$ cat src/rtl/cdc_pkg.sv
// Shared definitions for the toggle req/ack clock-domain crossing blocks
// (launching side and the paired capture side).
package cdc_pkg;

  typedef enum logic {
    IDLE     = 1'b0,
    WAIT_ACK = 1'b1
  } cdc_tx_state_t;

  localparam int SYNC_STAGES_MIN = 2;
  localparam int SYNC_STAGES_MAX = 4;

  // Counter width able to hold 0..cyc; a disabled timeout still needs one bit.
  function automatic int cnt_width(input int cyc);
    return (cyc > 0) ? $clog2(cyc + 1) : 1;
  endfunction

endpackage

$ cat src/rtl/cdc_sync_bit.sv
// Multi-flop synchronizer for a single asynchronous level; clears to 0 on rst.
module cdc_sync_bit #(
  parameter int SYNC_STAGES = 2
) (
  input  logic clk,
  input  logic rst,
  input  logic d,
  output logic q
);

  (* ASYNC_REG = "TRUE" *) logic [SYNC_STAGES-1:0] sync_p;

  always_ff @(posedge clk or posedge rst) begin
    if (rst) begin
      sync_p <= '0;
    end else begin
      sync_p <= {sync_p[SYNC_STAGES-2:0], d};
    end
  end

  assign q = sync_p[SYNC_STAGES-1];

endmodule

$ cat src/rtl/cdc_bus_tx.sv
// Launching side of a two-phase toggle req/ack bus crossing: holds the word
// on tx_data, toggles tx_req, and waits for the synchronized ack toggle.
module cdc_bus_tx
  import cdc_pkg::*;
#(
  parameter int DATA_WDTH   = 8,
  parameter int SYNC_STAGES = 2,
  parameter int TIMEOUT_CYC = 1024
) (
  input  logic                 clk,
  input  logic                 rst,
  input  logic                 s_valid,
  input  logic [DATA_WDTH-1:0] s_data,
  output logic                 s_ready,
  output logic [DATA_WDTH-1:0] tx_data,
  output logic                 tx_req,
  input  logic                 tx_ack,
  output logic                 busy,
  output logic                 timeout_err
);

  localparam int CNT_W = cnt_width(TIMEOUT_CYC);
  localparam logic [CNT_W:0] TO_LAST = (CNT_W + 1)'(TIMEOUT_CYC);

  if (SYNC_STAGES < SYNC_STAGES_MIN || SYNC_STAGES > SYNC_STAGES_MAX) begin : g_bad_sync
    $error("cdc_bus_tx: SYNC_STAGES out of legal range");
  end

  cdc_tx_state_t    state, state_nxt;
  logic             ack_s;
  logic             ack_match;
  logic             hs;
  logic             to_hit;
  logic [CNT_W-1:0] to_cnt;

  function automatic logic [CNT_W-1:0] sat_inc(input logic [CNT_W-1:0] v);
    return (v == '1) ? v : v + 1'b1;
  endfunction

  cdc_sync_bit #(
    .SYNC_STAGES(SYNC_STAGES)
  ) u_ack_sync (
    .clk(clk),
    .rst(rst),
    .d  (tx_ack),
    .q  (ack_s)
  );

  assign ack_match = (ack_s == tx_req);

  always_ff @(posedge clk or posedge rst) begin
    if (rst) begin
      state <= IDLE;
    end else begin
      state <= state_nxt;
    end
  end

  always_comb begin
    state_nxt = state;
    case (state)
      IDLE:     if (s_valid)   state_nxt = WAIT_ACK;
      WAIT_ACK: if (ack_match) state_nxt = IDLE;
      default:                 state_nxt = IDLE;
    endcase
  end

  always_comb begin
    s_ready = (state == IDLE);
    busy    = (state == WAIT_ACK);
    hs      = s_ready && s_valid;
  end

  // Word and request change together so the destination never sees a new req
  // with stale data.
  always_ff @(posedge clk or posedge rst) begin
    if (rst) begin
      tx_data <= '0;
      tx_req  <= 1'b0;
    end else if (hs) begin
      tx_data <= s_data;
      tx_req  <= ~tx_req;
    end
  end

  // An ack arriving on the timeout edge wins: to_hit is gated by !ack_match.
  assign to_hit = (TIMEOUT_CYC != 0) && busy && !ack_match &&
                  (({1'b0, to_cnt} + 1'b1) == TO_LAST);

  always_ff @(posedge clk or posedge rst) begin
    if (rst) begin
      to_cnt      <= '0;
      timeout_err <= 1'b0;
    end else begin
      if (hs) begin
        to_cnt <= '0;
      end else if (busy && !ack_match) begin
        to_cnt <= sat_inc(to_cnt);
      end
      if (to_hit) begin
        timeout_err <= 1'b1;
      end
    end
  end

endmodule

$ cat config.mk
export PLATFORM = sky130hd
export DESIGN_NAME = cdc_bus_tx
export DESIGN_NICKNAME = d
export VERILOG_FILES = /design/src/rtl/cdc_pkg.sv /design/src/rtl/cdc_sync_bit.sv /design/src/rtl/cdc_bus_tx.sv
export SDC_FILE = /design/constraint.sdc
export NUM_CORES = 1
export LEC_CHECK = 0
export CORE_ASPECT_RATIO = 0.7
export CORE_MARGIN = 5
export CORE_UTILIZATION = 40
export CTS_CLUSTER_SIZE = 25
export DETAILED_ROUTE_END_ITERATION = 12
export SLEW_MARGIN = 20
export SYNTH_ARGS = -nofsm -noshare
export SYNTH_HDL_FRONTEND = slang
export SYNTH_HIERARCHICAL = 1
export SYNTH_SLANG_ARGS = --single-unit
$ cat constraint.sdc
create_clock -name clk -period 3.81 [get_ports clk]
set_clock_uncertainty 0.1 [all_clocks]
set_input_delay 0.5715 -clock clk [delete_from_list [all_inputs] [get_ports clk]]
set_output_delay 0.5715 -clock clk [all_outputs]
set_load 0.01 [all_outputs]
After elaboration in Yosys (flattened, before gate mapping)
Index checks and enable logic that the tools add are counted.
W data, S select, Z words.
{ "classes": {"addsub": 2, "eq_ne": 4, "n_mux": 6, "bitwise_logic": 2, "n_reduce_logical": 6} }
{ "ops": {"columns": ["operator", "count"], "rows": [
  ["$mux W11", 3],
  ["$add A11 B1 Y12 const B", 1],
  ["$eq A12 B11 Y1 const B", 1],
  ["$add A11 B1 Y11 const B", 1],
  ["$eq A11 B11 Y1 const B", 1],
  ["$logic_and A1 B1 Y1", 3],
  ["$mux W1", 2],
  ["$ne A2 B2 Y1 const B", 1],
  ["$not A1 Y1", 2],
  ["$pmux W1 S2", 1],
  ["$reduce_and A2 Y1", 1],
  ["$reduce_bool A2 Y1", 1],
  ["$eq A1 B1 Y1", 1],
  ["$logic_not A1 Y1", 1]
]} }
{ "word_totals": {"reg_bits": 24, "inputBits": 12, "out_inout_bits": 12, "word_cells": 26} }

Logic depth before layout (Yosys ltp)
Gate-level depths: netlist (run 1).
{ "depth": {"depth_word": 5, "mapped_depth": 7, "mapped_depth_nobuf": 6} }

By module
Netlist (run 1), hierarchy kept.
{ "modules_own_cells": {"columns": ["mod", "instances", "cells_per_inst", "area_per_inst_um2"], "rows": [
  ["cdc_bus_tx", 1, 140, 1203.7],
  ["cdc_sync_bit", 1, 3, 53.8]
]} }

Worst setup path before layout (run 1)
No wires, ideal clock.
{ "synth_path": {"kind": "register to register", "startpoint": "register to_cnt[0]", "endpoint": "register to_cnt[0]", "arrival_ns": 1.492, "path_slack_ns": 2.093, "stages_incl_launch_ff": 7, "path_buffers": 1, "period_less_slack_ns": 1.717, "cell_sequence": "dfrtp_1 ha_1 nand3_1 nor3_4 nor2_2 buf_6 mux2_2"} }
{ "synth_via": {"elab_chain_len": 4, "elab_cells_between_ends": 7} }
{ "synth_lines": {"columns": ["element", "line", "rtl"], "rows": [
  ["start: declaration", "cdc_bus_tx.sv:34", "logic [CNT_W-1:0] to_cnt;"],
  ["start signal: assignment", "cdc_bus_tx.sv:98", "to_cnt <= sat_inc(to_cnt);"],
  ["$add A11 B1 Y11", "cdc_bus_tx.sv:37", "return (v == '1) ? v : v + 1'b1;"],
  ["$mux W11", "cdc_bus_tx.sv:37", null],
  ["$mux W11", "cdc_bus_tx.sv:97", "end else if (busy && !ack_match) begin"],
  ["$mux W11", "cdc_bus_tx.sv:95", "if (hs) begin"]
]} }
Several ways; a longest one is shown, not always the timed one. The select of a mux whose other input is x is not followed.
A chain may end at the register's enable or synchronous reset.

Worst setup path after layout (run 1)
{ "layout_path": {"startpoint": "register to_cnt[0]", "endpoint": "register to_cnt[4]"} }
The elaborated chain is that of the path after synthesis.

==> results of run 1 <==
cells in the final DEF (no fill, tap or decap), types with 2 or more instances in the layout:
cell and instances:
o21ai_0 12, dfrtp_1 24, o31ai_1 2, ha_1 2, nor2_1 9, a21oi_1 2
nor3_1 7, nand3_1 8, clkbuf_8 3, inv_1 4, xnor2_1 2, o22ai_1 3
nand4_1 2, clkdlybuf4s50_1 23, xor2_1 2, nand2_1 38
cell type report:
cell class / instances / area [um2] / area share (%)
Sequential cell: 24 / 601 / 38.8
Multi-Input combinational cell: 106 / 584 / 37.7
Timing Repair Buffer: 23 / 230 / 14.9
Tap cell: 38 / 47.5 / 3.07
Clock buffer: 3 / 41.3 / 2.67
Clock inverter: 1 / 30.0 / 1.94
Inverter: 4 / 15.0 / 0.969
worst max path at each step:
stage	start	end	cells past startpoint
6_report	to_cnt[0]	to_cnt[4]	6
5_1_grt	to_cnt[0]	to_cnt[4]	6
4_1_cts	to_cnt[0]	to_cnt[4]	6
3_5_place_dp	s_valid	to_cnt[4]	5
3_3_place_gp	s_valid	to_cnt[4]	5
2_1_floorplan	to_cnt[0]	to_cnt[0]	6
power by group through the flow:
| stage | Clock, mW | Sequential, mW | Combinational (mW) |
|---|---|---|---|
| after global routing | 0.234 | 0.386 | 0.416 |
| after global placement | 0 | 0.378 | 0.366 |
| after detailed placement | 0 | 0.380 | 0.374 |
| after CTS | 0.227 | 0.376 | 0.376 |
| after floorplan | 0 | 0.391 | 0.195 |
| final | 0.220 | 0.376 | 0.371 |
worst reg2reg max path, stage by stage, from the launching register on:
cell and delay [ps]:
dfrtp_1 440, ha_1 330, nand3_1 220, nor3_4 320
nor2_2 180, a21o_1 190, a22o_1 220
flip-flops by register name, indices dropped and copies added (netlist names):
register and flops:
busy 1, to_cnt 11, tx_req 1, u_ack_sync/sync_p 2, tx_data 8, timeout_err 1
Yosys cell counts (all sizes together) (2+ instances only):
library cell | number | area [um2]
nand2 | 39 | 149
dfrtp | 24 | 601
o21ai | 12 | 60.1
nor2 | 10 | 40.0
nand3 | 8 | 40.0
nor3 | 8 | 51.3
buf | 6 | 46.3
inv | 4 | 15.0
clkbuf | 3 | 11.3
nand4 | 3 | 33.8
o22ai | 3 | 18.8
a21oi | 2 | 10.0
ha | 2 | 25.0
o31ai | 2 | 15.0
xnor2 | 2 | 17.5
xor2 | 2 | 17.5
logic make-up after synthesis:
kind of cell | after synthesis | synth area share, %
flip-flops | 24 | 47.8
multiplexers | 2 | 1.69
XOR/XNOR | 4 | 2.79
adder cells (fa/ha/maj) | 2 | 1.99
buffers and inverters | 13 | 5.77
AND/OR/NAND/NOR | 72 | 27.1
AO/OA/AOI/OAI | 26 | 12.9
per-layer routing:
metal	GRT usage, %	routed length, um
met1	19.2	1360
met2	21.3	1360
met3	3.69	112
met4	1.96	12
met5	0	0
metrics by stage:
stage | power (mW) | utilization [%] | setup WS, ps | cells
2_1_floorplan | 0.586 | - | 2090 | 143
3_3_place_gp | 0.743 | 47.9 | 1690 | 195
3_5_place_dp | 0.754 | 47.9 | 1620 | 195
4_1_cts | 0.979 | 50.2 | 1730 | 199
5_1_grt | 1.04 | 50.2 | 1550 | 199
6_report | 0.967 | 50.2 | 1710 | 199
==> results.yml, run 1 <==
clock_tree:
  h-tree-depth: 1
  cts_setup_buffers: 0
  cts.reportedPaths.clkPinSlew_ps: 80
  cts_tree: "yes"
  cts_resized: 0
  cts.sinks: 24
  postCtsHoldBufs: 0
  clkLatencyLatePin_ps: 260
  cts-buffers-inserted: 3
  ctsRootBufferMaster: "clkbuf_8"
  cts_buffer_depth: 2
cells_and_area:
  final_nets: 176
  drive_gt1_share_pct: 6.83
  design_area_um2: 1550
  n_antenna_cell: 0
  syn2layout_area_growth_pct: 23.2
  n_fill_cell: 290
yosys:
  synth_fp_nets: 157
  synth_cell_type_count: 35
  netlist_area_um2: 1260
  synth-edff-count: 0
  yosys_warnings: 6
  synth_async_sr_flop_share_pct: 100
  avgSynthCellArea_um2: 8.79
  ys_seq_area_share_pct: 47.8
  synthFlopType: "dfrtp_1"
  netlist_instances: 143
  ys_seq_elements: 24
power:
  switching_share_pct: 33.7
  p_per_area_nw_per_um2: 624
  pwr-share-comb_pct: 38.4
  p_int_mw: 0.641
  vdd_drop_max_mv: 0.363
  p_switching_mw: 0.326
  p_leak_nw: 0.695
  clkPwrFrac_pct: 22.7
  seqPwrFrac_pct: 38.9
hold_path:
  hold_depth: 0
  worstHoldEndpoint: "u_ack_sync/sync_p[1]"
  min_from: "u_ack_sync/sync_p[0]"
  hold_class: "flip-flop to flip-flop"
timing:
  finalCritPeriodShare_pct: 55.1
  slew_headroom_pct: 44.9
  finalSetupViolations: 0
  period_minus_slack_ps: 2100
  fin_setup_tns_ps: 0
  worst_hold_slack_ps: 268
  hold_viol: 0
  drv_slew: 0
  rsz0062_at_grt: "no"
  fmax_mhz: 476
  worst_pin_slew_ps: 826
floorplan:
  initial_core_util_pct: 40.8
  io-pin-count: 24
  core_um2: 3080
  die-area_um2: 4380
  rows: 17
  fp.dieH_um: 56.9
  die_w_um: 77.0
setup_path:
  r2r_slack_ps: 1710
  reg2reg_from: "to_cnt[0]"
  critical_path.max_stage_delay_ps: 440
  end_kind: "flip-flop"
  start_kind: "flip-flop"
  cp_slowest_cell: "dfrtp_1"
  critical_path_required_ps: 3870
  arrival_ps: 2160
  worstRegToRegCells: 6
  cp_max_fo: 11
  crit_family: "simple AND/OR/NAND/NOR gates"
  path_cells: "ha_1 > nand3_1 > nor3_4 > nor2_2 > a21o_1 > a22o_1"
  criticalPathCategory: "flip-flop to flip-flop"
  reg2reg_to: "to_cnt[4]"
  crit_buf_inv: 0
run:
  max-cap-violations: 0
drt:
  drt_pre_antenna_iters: 4
  drc: 0
  vias_per_cell: 5.43
  route.final.wire_length_mm: 2.85
  num_vias: 1080
  post_drt_wl_per_cell_um: 14.3
  drtIter0Drc: 53
  drtAntennaViolNets: 0
placement:
  placed_area_um2: 1480
  port_buffers: 23
  gp_congestion: 0.886
  dp_hpwl_mm: 2.12
grt:
  grt_start_max_net_pins: 23
  grt_pass1_wl_mm: 4.84
  grt_pass1_vias: 1016
  grt_overflow_total: 0
  grtUsageTotal_pct: 13.6
  antenna_found_initial: 0
run_status:
  run_status: "finished clean"
(Power assumes the default switching activity.)
==> inputs of run 2 (changes only) <==
Settings changed: PLACE_DENSITY set to 0.67.
Clock period 3.81 ns to 1.8 ns, I/O delays scaled along.
==> run 2 against run 1 <==
Compared with the run above: cell area increased by 8.8%; routed wire length up 9.5%; sequential share of layout area fell by 3.1 points; critical path depth increased by 1; worst hold slack got worse by 200 ps; clock-buffer cell count up 1; non-clock buffer count up 18; critical path type unchanged; critical endpoint is now to_cnt[2].
==> results.yml, run 2 (synthesis gave the netlist of run 1 again) <==
drt:
  drc: 0
  dr_wl_met2_mm: 1.35
  wl_met3_um: 212
  post_drt_wl_per_cell_um: 14.4
  route.final.wire_length_mm: 3.12
  drtIter0Drc: 133
  drtAntennaViolNets: 0
  drt_pre_antenna_iters: 4
  vias_per_cell: 5.34
  num_vias: 1159
  drt-met1-wl_mm: 1.49
  top_layer: "met4"
setup_path:
  crit_top_cell: "o21ai_0"
  critical_path.max_stage_delay_ps: 390
  end_kind: "flip-flop"
  critical_path_required_ps: 1840
  path_cells: "ha_1 > nand3_2 > nor3_4 > buf_4 > o21a_4 > o21ai_0 > o21ai_0"
  cp_slowest_cell: "dfrtp_1"
  arrival_ps: 1770
  criticalPathCategory: "flip-flop to flip-flop"
  start_kind: "flip-flop"
  cp_max_fo: 9
floorplan:
  die-area_um2: 4380
  io-pin-count: 24
  die_w_um: 77.0
  rows: 17
  initial_core_util_pct: 40.8
  fp.dieH_um: 56.9
  core_um2: 3080
timing:
  rsz0062_at_grt: "no"
  worst_pin_slew_ps: 320
  fin_setup_tns_ps: 0
  finalSetupViolations: 0
  worst_hold_slack_ps: 64.3
  drv_slew: 0
  slew_headroom_pct: 78.6
  period_minus_slack_ps: 1730
  fmax_mhz: 578
  finalCritPeriodShare_pct: 96.2
  hold_viol: 0
run:
  max-cap-violations: 0
cells_and_area:
  final_common_cell: "nand2_1"
  syn2layout_area_growth_pct: 34.0
  layout_common_cells: "nand2_1 (38), dfrtp_1 (23), clkdlybuf4s50_1 (23), buf_4 (18), o21ai_0 (12)"
  largest_register: "to_cnt"
  final_cells: 217
  n_antenna_cell: 0
  largest_reg_flops: 11
  largestRegisters: "to_cnt (11), tx_data (8), u_ack_sync/sync_p (2)"
  design_area_um2: 1690
  drive_gt1_share_pct: 17.3
  final_nets: 194
grt:
  grt_pass1_wl_mm: 5.38
  antenna_found_initial: 0
  grt_overflow_total: 0
  grt_pass1_vias: 1117
  grtUsageTotal_pct: 14.9
  grt_start_max_net_pins: 23
placement:
  dp_hpwl_mm: 2.35
  port_buffers: 23
  dp_cells: 209
  placed_area_um2: 1580
  gp_congestion: 0.909
power:
  p_per_area_nw_per_um2: 1230
  finalPower_mw: 2.07
  vdd_drop_max_mv: 0.701
  p_leak_nw: 0.782
clock_tree:
  ctsRootBufferMaster: "clkbuf_8"
  h-tree-depth: 1
  cts-buffers-inserted: 3
  clkLatencyLatePin_ps: 270
  cts.reportedPaths.clkPinSlew_ps: 80
  cts_buffer_depth: 2
  cts.sinks: 24
  postCtsHoldBufs: 0
  cts_tree: "yes"
run_status:
  run_status: "finished clean"
hold_path:
  hold_class: "primary input to async pin"
## run 2: changes by cell type in the layout (fill, tap and decap cells not counted)
cell / delta
nand3_1: -1
o21a_4: +1
dfrtp_2: +1
buf_4: +18
clkbuf_8: +1
o21a_2: -1
bufinv_16: -1
nor2_4: +1
nor2_2: -1
nand3_2: +1
dfrtp_1: -1
## run 2: final timing paths
path,from,cells past startpoint,endpoint,slack [ps]
setup / recovery,to_cnt[0],7,to_cnt[2],70
hold / removal,rst,2,u_ack_sync/sync_p[0],60
setup reg to reg,to_cnt[0],7,to_cnt[2],70
hold reg to reg,u_ack_sync/sync_p[0],0,u_ack_sync/sync_p[1],260
max in group asynchronous,rst,3,to_cnt[2],1110
min in group clk,u_ack_sync/sync_p[0],0,u_ack_sync/sync_p[1],260
## run 2: cell type report
cell class | count | area, um2
clock buffers | 4 | 55.1
fillers | 279 | 1400
repair buffers | 41 | 365
inverters | 4 | 15.0
well taps | 38 | 47.5
flip-flops and latches | 24 | 602
multi-input cells | 106 | 601
## run 2: power breakdown
group	total, mW	switching (mW)	internal [mW]
Clock	0.365	0.169	0.195
Combinational	0.919	0.440	0.479
Sequential	0.782	0.105	0.678
Total	2.07	0.713	1.35
## run 2: worst max-delay path: cells and delay by family, from the launching register on
kind	cells	cell delay, ps
fa+ha+maj	1	220
simple gates	2	180
buf+inv	1	140
compound gates	3	570
flops	1	390
## run 2: stage by stage
stage / utilization, % / worst slack [ps]
after CTS: 53.1 / 13.3
after global placement: 51.3 / 122
after detailed placement: 51.3 / 56.7
after floorplan: - / 83.1
final: 54.6 / 68.9
after global routing: 54.6 / 7.99
## run 2: repair_timing
action	4_1_cts	5_1_grt
resized for setup	0	4
endpoints found under the setup margin	0	9
setup buffers	0	4
## run 2: metal layers
layer,vias up,global-route usage [%]
li1,563,-
met1,542,22.1
met2,42,21.6
met3,12,3.69
met4,0,4.17
met5,-,0
